--- config.mk ---
export PLATFORM = sky130hd
export DESIGN_NAME = spi_capture
export DESIGN_NICKNAME = d
export VERILOG_FILES = /design/src/rtl/spi_capture.sv
export SDC_FILE = /design/constraint.sdc
export NUM_CORES = 1
export LEC_CHECK = 0
export BUFFER_PORTS_ARGS = -buffer_cell sky130_fd_sc_hd__buf_2
export CELL_PAD_IN_SITES_DETAIL_PLACEMENT = 1
export CELL_PAD_IN_SITES_GLOBAL_PLACEMENT = 2
export CORE_UTILIZATION = 42
export CTS_CLUSTER_SIZE = 20
export DETAILED_ROUTE_END_ITERATION = 10
export PLACE_DENSITY_LB_ADDON = 0.1
export REMOVE_ABC_BUFFERS = 1
export SETUP_SLACK_MARGIN = 0.2
export SLEW_MARGIN = 20
export SYNTH_ARGS = -nofsm -noshare
export SYNTH_HDL_FRONTEND = slang
export SYNTH_SLANG_ARGS = --single-unit
--- constraint.sdc ---
create_clock -name clk -period 5.4 [get_ports clk]
set_input_delay 0.81 -clock clk [delete_from_list [all_inputs] [get_ports clk]]
set_output_delay 0.81 -clock clk [all_outputs]
set_load 0.01 [all_outputs]
--- src/rtl/spi_capture.sv ---
// SPI mode-0 bus monitor: MSB-first byte capture into a FWFT FIFO; SPI_CAPTURE_FRAME_MARK_EN appends 0x0A after non-empty frames.
// Latency <= 4 clk from 8th spi_clk edge to rxValid; rxReady backpressure holds rxData, bytes arriving at a full FIFO are dropped (sticky overflow).

module spi_capture_fifo #(
  parameter int W     = 8,
  parameter int DEPTH = 16
) (
  input  logic         clk,
  input  logic         rst,
  input  logic         wr_vld,
  input  logic [W-1:0] wr_dat,
  output logic         wr_rdy,
  output logic         rd_vld,
  output logic [W-1:0] rd_dat,
  input  logic         rd_rdy
);
  localparam int AW = $clog2(DEPTH);
  localparam logic [AW:0] FULL_CNT = (AW+1)'(DEPTH);

  logic [W-1:0]  mem [DEPTH];
  logic [AW-1:0] wr_ptr;
  logic [AW-1:0] rd_ptr;
  logic [AW:0]   count;
  logic          wr_en;
  logic          rd_en;

  assign rd_vld = (count != '0);
  // A full FIFO still takes a write when the head leaves in the same cycle.
  assign wr_rdy = (count != FULL_CNT) || rd_rdy;
  assign wr_en  = wr_vld && wr_rdy;
  assign rd_en  = rd_vld && rd_rdy;
  assign rd_dat = rd_vld ? mem[rd_ptr] : '0;

  always_ff @(posedge clk) begin
    if (wr_en) mem[wr_ptr] <= wr_dat;
  end

  always_ff @(posedge clk or negedge rst) begin
    if (!rst) begin
      wr_ptr <= '0;
      rd_ptr <= '0;
      count  <= '0;
    end else begin
      if (wr_en) wr_ptr <= wr_ptr + 1'b1;
      if (rd_en) rd_ptr <= rd_ptr + 1'b1;
      count <= count + {{AW{1'b0}}, wr_en} - {{AW{1'b0}}, rd_en};
    end
  end
endmodule

module spi_capture #(
  parameter int FIFO_DEPTH = 16
) (
  input  logic       clk,
  input  logic       rst,
  input  logic       spi_clk,
  input  logic       spi_cs,
  input  logic       spi_do,
  output logic [7:0] rxData,
  output logic       rxValid,
  input  logic       rxReady,
  output logic [7:0] byteCnt,
  output logic       overflow,
  output logic       busy
);
  typedef enum logic {IDLE, ACTIVE} state_t;

  logic       cs_s1, cs_s2, cs_s3;
  logic       sclk_s1, sclk_s2, sclk_s3;
  logic       do_s1, do_s2;
  logic       cs_fall, cs_rise, sclk_rise;
  state_t     state;
  logic [2:0] bit_cnt;
  logic [6:0] shreg;
  logic       push_vld;
  logic [7:0] push_dat;
  logic       push_rdy;
`ifdef SPI_CAPTURE_FRAME_MARK_EN
  logic       got_byte;
`endif

  always_ff @(posedge clk or negedge rst) begin
    if (!rst) begin
      cs_s1   <= 1'b1;
      cs_s2   <= 1'b1;
      cs_s3   <= 1'b1;
      sclk_s1 <= 1'b0;
      sclk_s2 <= 1'b0;
      sclk_s3 <= 1'b0;
      do_s1   <= 1'b0;
      do_s2   <= 1'b0;
    end else begin
      cs_s1   <= spi_cs;
      cs_s2   <= cs_s1;
      cs_s3   <= cs_s2;
      sclk_s1 <= spi_clk;
      sclk_s2 <= sclk_s1;
      sclk_s3 <= sclk_s2;
      do_s1   <= spi_do;
      do_s2   <= do_s1;
    end
  end

  // do_s2 is the data sample taken together with the sclk_s2 sample that reveals the edge.
  assign cs_fall   = cs_s3 & ~cs_s2;
  assign cs_rise   = ~cs_s3 & cs_s2;
  assign sclk_rise = sclk_s2 & ~sclk_s3;

  always_ff @(posedge clk or negedge rst) begin
    if (!rst) begin
      state    <= IDLE;
      busy     <= 1'b0;
      bit_cnt  <= 3'd0;
      shreg    <= 7'd0;
      push_vld <= 1'b0;
      push_dat <= 8'h00;
`ifdef SPI_CAPTURE_FRAME_MARK_EN
      got_byte <= 1'b0;
`endif
    end else begin
      push_vld <= 1'b0;
      case (state)
        IDLE: begin
          if (cs_fall) begin
            state   <= ACTIVE;
            busy    <= 1'b1;
            bit_cnt <= 3'd0;
            shreg   <= 7'd0;
`ifdef SPI_CAPTURE_FRAME_MARK_EN
            got_byte <= 1'b0;
`endif
          end
        end
        ACTIVE: begin
          if (cs_rise) begin
            // Any partial byte is simply abandoned here.
            state <= IDLE;
            busy  <= 1'b0;
`ifdef SPI_CAPTURE_FRAME_MARK_EN
            if (got_byte) begin
              push_vld <= 1'b1;
              push_dat <= 8'h0A;
            end
`endif
          end else if (sclk_rise) begin
            shreg   <= {shreg[5:0], do_s2};
            bit_cnt <= bit_cnt + 3'd1;
            if (bit_cnt == 3'd7) begin
              push_vld <= 1'b1;
              push_dat <= {shreg, do_s2};
`ifdef SPI_CAPTURE_FRAME_MARK_EN
              got_byte <= 1'b1;
`endif
            end
          end
        end
      endcase
    end
  end

  spi_capture_fifo #(.W(8), .DEPTH(FIFO_DEPTH)) u_fifo (
    .clk    (clk),
    .rst    (rst),
    .wr_vld (push_vld),
    .wr_dat (push_dat),
    .wr_rdy (push_rdy),
    .rd_vld (rxValid),
    .rd_dat (rxData),
    .rd_rdy (rxReady)
  );

  always_ff @(posedge clk or negedge rst) begin
    if (!rst) begin
      byteCnt  <= 8'd0;
      overflow <= 1'b0;
    end else if (push_vld) begin
      if (push_rdy) byteCnt <= byteCnt + 8'd1;
      else          overflow <= 1'b1;
    end
  end
endmodule

; Word level (Yosys, flattened, before mapping)
; Memory sizes are Yosys's and may differ from the RTL's.
; Cells that the tools add are included.
; Widths: inputs -> output; s select.
[classes]
n_addsub = 6
eq_ne = 6
n_reduce_logical = 9
bitwise_logic = 9
mux = 21
[op_table]
columns = operator, count
row1 = $mux 7, 3
row2 = $pmux 7 s2, 1
row3 = $mux 1, 10
row4 = $mux 3, 3
row5 = $add 4x1->4 const B, 2
row6 = $add 8x1->8 const B, 1
row7 = $mux 8, 1
row8 = $ne 2x2->1 const B, 4
row9 = $not 1->1, 6
row10 = $pmux 3 s2, 1
row11 = $reduce_and 2->1, 3
row12 = $add 5x1->5, 1
row13 = $ne 5x5->1 const B, 1
row14 = $reduce_bool 5->1, 1
row15 = $sub 5x1->5, 1
row16 = $pmux 1 s2, 2
row17 = $reduce_and 4->1, 1
row18 = $add 3x1->3 const B, 1
row19 = $and 1x1->1, 3
row20 = $eq 3x3->1 const B, 1
row21 = $reduce_and 3->1, 1
row22 = $logic_and 1x1->1, 2
row23 = $logic_or 1x1->1, 1
[word_totals]
out_inout_bits = 19
memories = 1
reg_bits = 51
ram_bits = 128
[memory_table]
columns = memory, depth, word_bits, read_ports, rd_ports_with_merged_regs, wr, line
row1 = u_fifo.mem, 16, 8, 1, 0, 1, 20  ; logic [W-1:0] mem [DEPTH];

; Logic depth before layout (Yosys ltp)
; Gate-level depths: netlist of the first run.
[logic_depth]
depth_word = 5
mapped_depth = 13
ltp_nobuf = 12

; By module
; A second synthesis of the first run with hierarchy kept.
[hier_totals]
hier_cells = 406
area_unflattened_um2 = 7350.8
[by_module_without_submodules]
columns = mod, area_per_inst_um2, seq_area_each_um2, n_inst, cells_per_inst
row1 = spi_capture_fifo, 5839.4, 4169.0, 1, 294
row2 = spi_capture, 1511.4, 954.7, 1, 112

; Worst setup path before layout of the first run
; No wires, ideal clock.
[synth_timing]
kind = reg-to-reg
from = reg u_fifo.count[3]
to = reg u_fifo.count[4]
arrival_ps = 2431
path_buffers = 1
period_less_slack_ps = 2554
path_stages_with_launch = 14
setup_slack_ps = 2846
required_ps = 5277
setup_ps = 123
path_cell_list = dfrtp_1 inv_1 ha_1 nor4b_4 nor2b_1 clkbuf_1 ha_1 inv_1 ha_1 fa_1 a21oi_1 nor2_1 nor2_1 xnor2_1
[synth_via]
elab_cells_between_ends = 7
cone_classes = 2 x add/sub / 1 x eq/ne / 4 x reduce/logical
[synth_lines]
columns = element, line
row1 = start: declaration, 23  ; logic [AW:0] count;
row2 = start signal: assignment, 46  ; count <= count + {{AW{1'b0}}, wr_en} - {{AW{1'b0}}, rd_en};
row3 = $reduce_bool 5->1, 27  ; assign rd_vld = (count != '0);
row4 = $logic_and 1x1->1, 31  ; assign rd_en = rd_vld && rd_rdy;
row5 = via u_fifo.rd_en, 25  ; logic rd_en;
row6 = $sub 5x1->5, 46
; The timed path passes the listed nets, and every way through them passes these cells.
; A chain may end at the register's enable or synchronous reset.

; Worst setup path in the final report of the first run
[layout_timing]
from = reg u_fifo.rd_ptr[0]
to = out rxData[5]
[layout_via]
elab_chain_len = 2
[layout_rtl]
columns = element, line
row1 = start: declaration, 22  ; logic [AW-1:0] rd_ptr;
row2 = start signal: assignment, 45  ; if (rd_en) rd_ptr <= rd_ptr + 1'b1;
row3 = $mem_v2 16x8, n/a
row4 = $mux 8, 32  ; assign rd_dat = rd_vld ? mem[rd_ptr] : '0;
row5 = end: declaration, 59  ; output logic [7:0] rxData,
; No other way between the ends.

==> results.txt, run 1 <==
- Result of the run: completed
* Max-slew violation total from the final report: 0
* Floorplan Core Area: 0.01670 mm^2
- Dividing the detail-routed via count by the number of cells gives 5.379.
- For the worst setup path, the data required time is 4.59 ns.
- After routing, the total negative slack on setup checks comes to 0 ns.
* Actual transition at the worst max-transition pin: 0.9848 ns
* Share of final-layout standard cells stronger than drive strength 1: 22.25%
- TritonCTS clock tree: built
- CP arrival: 2.88 ns
- Design area: 0.008123 mm^2
- Setup repair after global routing left no endpoint under its margin.
- The number of global-route vias before repair is 3655.
- At the end of routability-driven placement, the weighted congestion stood at 0.6955.
- Pin count of the biggest net entering global routing: 52
* TritonCTS Buffers: 17
* Number of synthesis warnings: 0
- Worst path setup slack after routing: 1.707 ns
- In this run the most used layer during global routing was met2.
- Once the floorplan was initialized, standard cells occupied 43.20% of the core.
- Dividing total power by cell area gives a power density of 428.5 mW/mm^2.
- Final setup violation count: 0
* Worst max-slew margin expressed relative to the limit: 34.35%
- Counting flops and latches in the post-synthesis netlist gives 179.
- Relative to the synthesized area, the layout overhead comes to 12.57%.
* Number of remaining DRC errors: 0
* Count of input and output buffers: 24
- The floorplan has 47 rows.
* Final worst path period share: 68.39%
* Average footprint of a synthesized cell: 18.79 um^2
- Peak ir drop on the vdd network: 0.2252 mV
* Synth Cell Area: 0.007216 mm^2
- Number of resized instances in the post-cts repair step: 0
- For this run, global-route usage on met2 was measured as 27.98%.
- Global routing usage on met3: 3.333%
- The first routing iteration left 245 violations.
- Antenna violations before repair: 0
* Number of top-level pins: 25
* Biggest fanout along the worst timing path: 21
* Max Cap Viol: 0
- For this run, the total global-route usage over all layers was measured as 17.08%.
* Post-layout min period: 3.693 ns
- Number of distinct standard cells referenced by the synthesized netlist: 41
- Prior to clock tree synthesis, the placed netlist has a worst setup slack of 2.068 ns.
- The total overflow left after global routing is 0.
* CTS HTree Levels: 4
- The count of cells in the finished layout, fillers not included, comes to 647.
- The die covers 0.01771 mm^2.
* Antenna-violating nets left: 0
- The clock passes through at most 2 buffers.
- WL/cell: 21.35 um
- Worst clock skew: 0.008363 ns
* Die extent in x: 133.1 um
- Summed over all nets, the half-perimeter wirelength after detailed placement is 8819 um.
* First-pass GRT wire length: 21730 um
- Once layout is complete, the utilization of the core stands at 48.64%.
- Across all hold checks on the routed design, the worst slack comes to 0.3522 ns.
* Number of detailed-route iterations in the first pass: 4
- Summing internal, switching and leakage power gives 3.481 mW.
* Number of setup buffers added after CTS: 0
- For this design, the sink count on the clock tree is 179.
* Via Count: 3480
- Post-Route WL: 13810 um
- Final count of hold timing violations: 0
- CTS hold repair buffers: 0
- Sequential-to-total area share from yosys stat: 71.01%
- Static leakage power: 3.190 nW
- The number of antenna diodes in the final layout is 0.
* Start-to-end type of the worst setup path: register to output pin
- The cell sitting at the root of the clock tree is a clkbuf_16.
- Nets: 435
- Clk slew on worst S/H paths: 0.06 ns
* Fmax: 270.8 MHz
- Type of element capturing the critical path: output pin
- For this run, global-route usage on met1 was measured as 22.45%.
* Instance count of the mapped netlist: 384
- After detailed placement, the total cell area comes to 0.007547 mm^2.
* Vertical die dimension: 133.1 um
- The worst setup path is launched from a register.
- Hold/Removal Path Class: register to register
- Total placed cells including tap cells: 615
* Worst skew pair latency: 0.43 ns
flip-flops by register name (all words and copies together) (netlist names), 3 cells and up:
| name | count |
|---|---|
| push_dat | 8 |
| u_fifo.wr_ptr | 4 |
| byteCnt | 8 |
| u_fifo.mem | 128 |
| bit_cnt | 3 |
| u_fifo.count | 5 |
| u_fifo.rd_ptr | 4 |
| shreg | 7 |
area by class of cell:
class	count	area, um^2
flip-flops and latches	179	5125
fillers	1565	8578
inverters	12	45.04
clock inverters	12	138.9
multi-input cells	175	1944
clock buffers	20	436.7
repair buffers	29	157.7
well taps	220	275.3
synthesized netlist by cell type (all sizes together):
cell    count  share of area (%)
a211oi     16                1.7
a21o        2               0.21
a21oi       2               0.14
a22o        9                1.1
and2        4               0.35
and3        5               0.43
and4        4               0.49
and4b       1               0.14
buf        12                1.4
clkbuf      6               0.31
dfrtp      48                 17
dfstp       3                1.1
edfxtp    128                 53
fa          1               0.28
ha         14                2.4
inv        12               0.62
mux2       10                1.6
mux2i       8                1.1
mux4       32                 11
nand2      14               0.73
nand2b      3               0.26
nand4       5               0.43
nor2        6               0.31
nor2b      10               0.87
nor3        1              0.069
nor3b       4               0.42
nor4        1              0.087
nor4b       1               0.33
o21ai       3               0.36
or3         1              0.087
or3b        1               0.16
xnor2      13                1.6
xor2        4               0.49
worst max-delay path, stage by stage (launching register included):
cell      delay, ns
dfrtp_1        0.99
buf_4          0.32
mux4_2         0.51
mux2i_1        0.26
a211oi_1       0.16
buf_2          0.20
layout by cell type (no fill, tap or decap), drive strengths merged:
cell      Yosys  layout
a21oi         2       2
or3           1       1
or3b          1       1
nor3b         4       4
a211oi       16      16
and3          5       5
edfxtp      128     128
nor4          1       1
buf          12      29
nor4b         1       1
mux4         32      32
o21ai         3       3
and4          4       4
inv          12      12
xor2          4       4
ha           14      14
dfrtp        48      48
a22o          9       9
mux2i         8       8
nand4         5       5
nor2          6       6
and2          4       4
fa            1       1
and4b         1       1
a21o          2       2
clkbuf        6      20
nand2b        3       3
nor3          1       1
nor2b        10      10
xnor2        13      13
nand2        14      14
dfstp         3       3
clkinvlp      0       3
clkinv        0       6
bufinv        0       3
mux2         10      10
cell families after synthesis:
| family | share of synthesized area [%] |
|---|---|
| AOI/OAI and AO/OA | 3.468 |
| xor gates and xnor gates | 2.063 |
| adders and majority gates | 2.705 |
| buffers and inverters | 2.323 |
| DFF | 71.01 |
| muxes | 13.28 |
| and+or+nand+nor | 5.150 |
power by group:
group          switching [mW]  total (mW)  internal (mW)
Sequential              0.140        1.66           1.52
Combinational           0.294       0.618          0.324
Clock                   0.487        1.21          0.719
worst paths after layout:
check                                             start                           end  slack [ns]  cells after the start
setup / recovery           u_fifo.rd_ptr[0]$_DFFE_PN0P_                     rxData[5]        1.71                      5
hold / removal                        sclk_s1$_DFF_PN0_             sclk_s2$_DFF_PN0_        0.35                      0
setup reg to reg              u_fifo.count[2]$_DFF_PN0_     u_fifo.count[4]$_DFF_PN0_        2.25                     12
hold reg to reg                       sclk_s1$_DFF_PN0_             sclk_s2$_DFF_PN0_        0.35                      0
max in group asynchronous                           rst  u_fifo.rd_ptr[1]$_DFFE_PN0P_        4.43                      2
min in group asynchronous                           rst     u_fifo.count[2]$_DFF_PN0_        0.50                      2
metal layers:
layer	vias up	routed length (um)
met3	20	489
met4	0	234
met1	1827	6148
met5	-	0
met2	65	6940
li1	1568	-
Note: power is estimated with default switching activity, not from simulation.
==> inputs of run 2 (changes only) <==
==> constraint.sdc (replaced) <==
create_clock -name clk -period 3.5 [get_ports clk]
set_input_delay 0.525 -clock clk [delete_from_list [all_inputs] [get_ports clk]]
set_output_delay 0.525 -clock clk [all_outputs]
set_load 0.01 [all_outputs]
==> run 2 against run 1 <==
Worst setup slack lost 1.2 ns. Critical path depth increased by 1. Worst hold slack worse by 0.26 ns. Clock skew up 0.00052 ns. Combinational power increased by 78%. Non-clock buffer count increased by 6. Clock-buffer cell count fell by 3. Largest cell class unchanged.
==> results.txt, run 2 (synthesized netlist as in run 1, its figures left out) <==
* Number of detailed-route iterations in the first pass: 4
* Post-layout min period: 3.038 ns
* Most common cell after layout, fill and taps aside: edfxtp_1
- # rows: 47
* Max-slew violation total from the final report: 0
- After detailed routing, the average wire length per cell comes to 22.44 um.
- CTS HTree Levels: 4
* Hold/Removal Path Class: primary input to async pin
* Peak ir drop on the vdd network: 0.3763 mV
- Actual transition at the worst max-transition pin: 0.7213 ns
* Final setup violation count: 0
- The largest registers in the layout are u_fifo.mem: 128 flops, byteCnt: 8 flops, push_dat: 8 flops.
- Critical path buffers and inverters: 2
* TritonCTS clock tree: built
- The initial antenna violation count came to 0.
* Critical path, cell by cell: buf_12, mux4_1, nor2b_1, a211oi_1, a211oi_1, buf_2
- The wire-length estimate of the detail-placed layout is 9225 um.
- Setup repair after global routing missed its margin: false
- Die extent in x: 133.1 um
- Count of input and output buffers: 24
- The largest individual stage delay along the critical path comes from the cell mux4_1.
- CP most frequent cell: a211oi_1
- Worst Setup Start Kind: register
- After detailed routing, the total wire length is 14660 um.
- Relative to the synthesized area, the layout overhead comes to 14.15%.
* Type of element capturing the critical path: output pin
- Via Count: 3525
- Global routing used 18.23% of the available tracks across all layers.
- The number of global-route vias before repair was 3790.
- Register cell area after layout: 0.005124 mm^2
- Once layout is complete, the cells apart from fillers number 653.
- The run finished with clean final reports.
- Across the run, the number of max-cap violations was 0.
- Pin count of the biggest net entering global routing: 31
- In the finished design, the share of the clock period the worst path needs comes to 86.81%.
* Global-route congestion overflow total: 0
- Worst skew pair latency: 0.43 ns
- In the final layout, the multi-input gates occupy 0.001924 mm^2.
- Biggest fanout along the worst timing path: 30
* Fmax: 329.1 MHz
- CTS hold repair buffers: 0
* Static leakage power: 3.259 nW
- Buffers added to address setup during post-CTS repair amount to 0.
* Clock Tree Root: clkbuf_16
* Number of resized instances in the post-cts repair step: 0
* Cell area power density: 688.0 mW/mm^2
- Most frequent cells in the layout: 128 x edfxtp_1, 48 x dfrtp_1, 24 x buf_2
* Worst max-slew margin expressed relative to the limit: 51.91%
- After detailed routing, the number of vias per cell comes to 5.398.
- The number of endpoints with negative hold slack in the final report came to 0.
- After routing, the total negative slack on setup checks comes to 0 ns.
- Vertical die dimension: 133.1 um
- Family with the most delay on the worst path: multiplexers
- At the worst endpoint, the required time is 2.97 ns.
- Sink count of the clock tree: 179
* Iteration-0 DRC count of the detailed router: 239
- The first global-routing pass estimated 22900 um of wire.
* Maximum buffer depth of the clock tree: 2
- Counting flops per register, the top entry is u_fifo.mem.
- The net count of the finished layout is 441.
- Clk slew on worst S/H paths: 0.07 ns
- Total placed cells including tap cells: 621
* Max FFs per register: 128
* Antenna-violating nets left: 0
- Worst clock skew: 0.008881 ns
- Total inserted antenna cells: 0
- The congestion estimate from routability-driven global placement came to 0.6863.
- For this run, the slowest stage of the critical path takes 0.57 ns.
- TritonCTS Buffers: 17
- The layout has 1566 filler cells.
- Share of final-layout standard cells stronger than drive strength 1: 23.56%
- CP arrival: 2.51 ns
- Share of the core filled with cells in the final layout: 49.32%
* Area of the die: 0.01771 mm^2
- Starting Density: 43.20%
* Floorplan Core Area: 0.01670 mm^2
- Number of remaining DRC errors: 0
- Number of top-level pins: 25
* Start-to-end type of the worst setup path: register to output pin
## run 2: cell count changes in the layout (fill, tap and decap cells not counted), sizes merged
cell      delta
clkinv       -4
clkbuf       -3
clkinvlp     +1
bufinv       +2
buf          +6
inv          +4
## run 2: path summary, 6_finish.rpt
check                                             startpoint                      endpoint  slack (ns)  cells after the start
max in group asynchronous                                rst  u_fifo.wr_ptr[0]$_DFFE_PN0P_        2.63                      2
worst min-delay path                                     rst             sclk_s2$_DFF_PN0_        0.09                      1
min in group clk                                      spi_cs               cs_s1$_DFF_PN1_        0.19                      1
worst max register to register     u_fifo.count[2]$_DFF_PN0_     u_fifo.count[4]$_DFF_PN0_        0.75                     11
worst max-delay path            u_fifo.rd_ptr[1]$_DFFE_PN0P_                     rxData[0]        0.46                      6
worst min register to register               do_s1$_DFF_PN0_               do_s2$_DFF_PN0_        0.35                      0
## run 2: cell type report
class / count / area share, %
tap: 220 / 3.342
clock inverter: 15 / 2.765
multi-input combinational: 175 / 23.36
timing repair buffer: 35 / 2.613
sequential: 179 / 62.21
clock buffer: 17 / 5.165
inverter: 12 / 0.5469
## run 2: per-stage QoR
stage | cell area [um^2] | hold WS, ns | setup WS (ns) | total power, mW
3_5_place_dp | 7584 | 0.3363 | 0.7531 | 3.646
6_report | 8237 | 0.08785 | 0.4618 | 5.667
5_1_grt | 8237 | 0.1237 | 0.3163 | 5.898
3_3_place_gp | 7584 | 0.3392 | 0.8006 | 3.606
4_1_cts | 8237 | 0.08978 | 0.4275 | 5.744
2_1_floorplan | 7093 | 0.2294 | 0.7832 | 3.233
## run 2: worst register-to-register path: stages (launching register included)
cell and delay, ns:
dfrtp_1 0.39, inv_1 0.08, ha_1 0.16, or3b_4 0.40
o21ai_4 0.29, inv_2 0.20, ha_1 0.27, fa_1 0.40
a21oi_1 0.16, nor2_1 0.05, nor2_1 0.12, xnor2_1 0.14
## run 2: routing by layer
layer	part of all wire, %	vias up	GRT usage (%)	wire length, um
met5	0	-	0	0
met4	1.7	0	7.088	244
met3	2.8	20	3.563	412
met2	49	70	29.70	7182
met1	47	1849	24.19	6817
li1	-	1586	-	-
## run 2: power by group
| group | total (mW) | internal [mW] | switching [mW] |
|---|---|---|---|
| Combinational | 1.10 | 0.524 | 0.580 |
| Sequential | 2.47 | 2.34 | 0.127 |
| Clock | 2.10 | 1.27 | 0.822 |
==> inputs of run 3 (changes only) <==
--- a/config.mk
+++ b/config.mk
@@ -5,12 +5,12 @@
 export SDC_FILE = /design/constraint.sdc
 export NUM_CORES = 1
 export LEC_CHECK = 0
-export BUFFER_PORTS_ARGS = -buffer_cell sky130_fd_sc_hd__buf_2
 export CELL_PAD_IN_SITES_DETAIL_PLACEMENT = 1
 export CELL_PAD_IN_SITES_GLOBAL_PLACEMENT = 2
 export CORE_UTILIZATION = 42
 export CTS_CLUSTER_SIZE = 20
 export DETAILED_ROUTE_END_ITERATION = 10
+export DONT_BUFFER_PORTS = 1
 export PLACE_DENSITY_LB_ADDON = 0.1
 export REMOVE_ABC_BUFFERS = 1
 export SETUP_SLACK_MARGIN = 0.2
==> run 3 against run 2 <==
Clock skew up 0.0027 ns. Largest cell class unchanged. Wire length down 3.0%. Via count down 2.6%. Critical path depth down 1. Clock-buffer cell count up 8. Utilization down 0.85 points. Largest power group unchanged. Sequential share of layout area up 1.1 points. First-iteration DRC count down 1.3%. Power down 5.8%. Fmax down 0.69%.
==> results.txt, run 3 (synthesized netlist as in run 1, its figures left out) <==
* Area of the die: 0.01771 mm^2
- The library cells used most frequently in the layout, excluding fill and tap cells, are 128 x edfxtp_1, 48 x dfrtp_1, 20 x mux4_2.
* Max-slew violation total from the final report: 0
- CTS saw 179 sinks.
- Cell area after placement: 0.007486 mm^2
- Pin placement for this block handled 25 I/O pins.
* Final count of hold timing violations: 0
* Worst hold path depth: 0
* Share of the core filled with cells in the final layout: 48.47%
- Worst Setup Start Kind: register
* Length in cells of the worst reg-to-reg path: 11
- TritonCTS clock tree: built
- Number of resized instances in the post-cts repair step: 0
- The tree is rooted in a clkbuf_16.
- Setup violations remaining at the end of the flow were counted as 0.
* Maximum buffer depth of the clock tree: 2
- The floorplan has 47 rows.
- Worst skew pair latency: 0.42 ns
- The H-tree was split into 4 levels.
- Biggest fanout along the worst timing path: 20
- Static timing analysis puts the maximum clock frequency at 326.9 MHz.
- Number of setup buffers added after CTS: 0
- Pin count of the biggest net entering global routing: 52
- The tightest min-delay check is of the primary input to register type.
- STA classifies the critical path endpoint as an output pin.
- The register with the most flip-flops in the layout has 128 of them.
- The slowest stage of the critical path is the dfrtp_1 cell.
- Number of remaining DRC errors: 0
* Number of detailed-route iterations in the first pass: 4
- The smallest clock period supported by the final layout is computed as 3.059 ns.
- Setup repair after global routing missed its margin: false
- Routability-driven placement finished with a final weighted congestion of 0.6712.
- Port buffering added 0 buffers.
- The area growth from synthesis to layout is 12.19%.
- Hold is met by 0.09979 ns.
- Clk slew on worst S/H paths: 0.06 ns
- VDD sags by at most 0.3809 mV.
- The largest registers in the layout are u_fifo.mem: 128 flops, byteCnt: 8 flops, push_dat: 8 flops.
* Nets: 422
- CP arrival: 2.53 ns
- DP Wirelength: 9178 um
- Dividing the detail-routed wire length by the instance count gives 22.41 um.
- Design area: 0.008095 mm^2
* Die extent in x: 133.1 um
- Start-to-end type of the worst setup path: register to output pin
* Via Count: 3435
- Starting Density: 43.20%
- Across the run, the number of max-cap violations was 0.
* Worst clock skew: 0.01160 ns
* Floorplan Core Area: 0.01670 mm^2
- The first global-routing pass estimated 22470 um of wire.
- Using the TritonRoute via totals, the vias-per-cell ratio works out to 5.418.
* Most common cell after layout, fill and taps aside: edfxtp_1
* CP most frequent cell: a211oi_1
- Antenna violations before repair: 0
- For this design the static power due to leakage is 3.157 nW.
- Cell area power density: 659.7 mW/mm^2
* Share of final-layout standard cells stronger than drive strength 1: 19.32%
- Final worst path period share: 87.41%
- After global routing the overflow that remains totals 0.
- Top register by number of flip-flops: u_fifo.mem
* Post-Route WL: 14210 um
- TritonCTS Buffers: 17
- Antenna-violating nets left: 0
- Total inserted antenna cells: 0
* Setup TNS after final layout: 0 ns
* Worst max-slew margin expressed relative to the limit: 52.02%
- Vertical die dimension: 133.1 um
* Result of the run: completed
- The signal on the critical path passes through buf_12, mux4_1, a211oi_1, a211oi_1, buf_4.
- The number of global-route vias before repair is 3787.
- Global-route usage over all layers: 17.79%
* Actual transition at the worst max-transition pin: 0.7198 ns
- After the first detailed-routing iteration, the DRC count stood at 236.
- CP max stage delay: 0.74 ns
- Critical Path RT: 2.97 ns
==> run 3: worst paths after layout <==
path | to | startpoint | slack (ns)
min | cs_s1$_DFF_PN1_ | spi_cs | 0.1
min in group asynchronous | u_fifo.count[3]$_DFF_PN0_ | rst | 0.62
max in group asynchronous | cs_s1$_DFF_PN1_ | rst | 2.61
max reg2reg | u_fifo.count[4]$_DFF_PN0_ | u_fifo.count[3]$_DFF_PN0_ | 0.79
min reg2reg | do_s2$_DFF_PN0_ | do_s1$_DFF_PN0_ | 0.35
max | rxData[2] | u_fifo.rd_ptr[1]$_DFFE_PN0P_ | 0.44
==> run 3: final cells by class <==
class | instances | area [um^2]
Timing Repair Buffer | 16 | 155.1
Multi-Input combinational cell | 175 | 1924
Clock inverter | 7 | 43.79
Fill cell | 1576 | 8606
Inverter | 12 | 45.04
Clock buffer | 25 | 528.0
Tap cell | 220 | 275.3
Sequential cell | 179 | 5124
==> run 3: routing by layer <==
layer  wire length, um  vias to the layer above  global-route usage (%)
met3               392                       16                   4.061
met4               265                        0                   7.344
li1                  -                     1541                       -
met2              6880                       52                   28.65
met1              6670                     1826                   23.37
met5                 0                        -                       0
==> run 3: repair_timing <==
action	in CTS	in global routing
endpoints found under the hold margin	51	0
hold buffers	2	0
setup endpoints to repair	0	0
==> run 3: worst max-delay path: cells and delay by family (launching register included) <==
kind / cells / cell delay (ns)
compound gates: 2 / 0.35
buf+inv: 2 / 0.46
flops: 1 / 0.74
mux: 1 / 0.57
==> run 3: report_power, final <==
group,switching (mW),internal [mW],total [mW]
registers,0.179,2.34,2.52
clock network,0.759,1.05,1.81
logic,0.505,0.508,1.01
total,1.44,3.90,5.34
==> run 3: stage by stage <==
stage	total power, mW	setup WS, ns	cells
floorplan	3.233	0.7832	366
global placement	3.574	0.7789	600
detailed placement	3.589	0.7587	600
CTS	5.420	0.3945	634
global route	5.593	0.2252	634
finish	5.340	0.4405	634
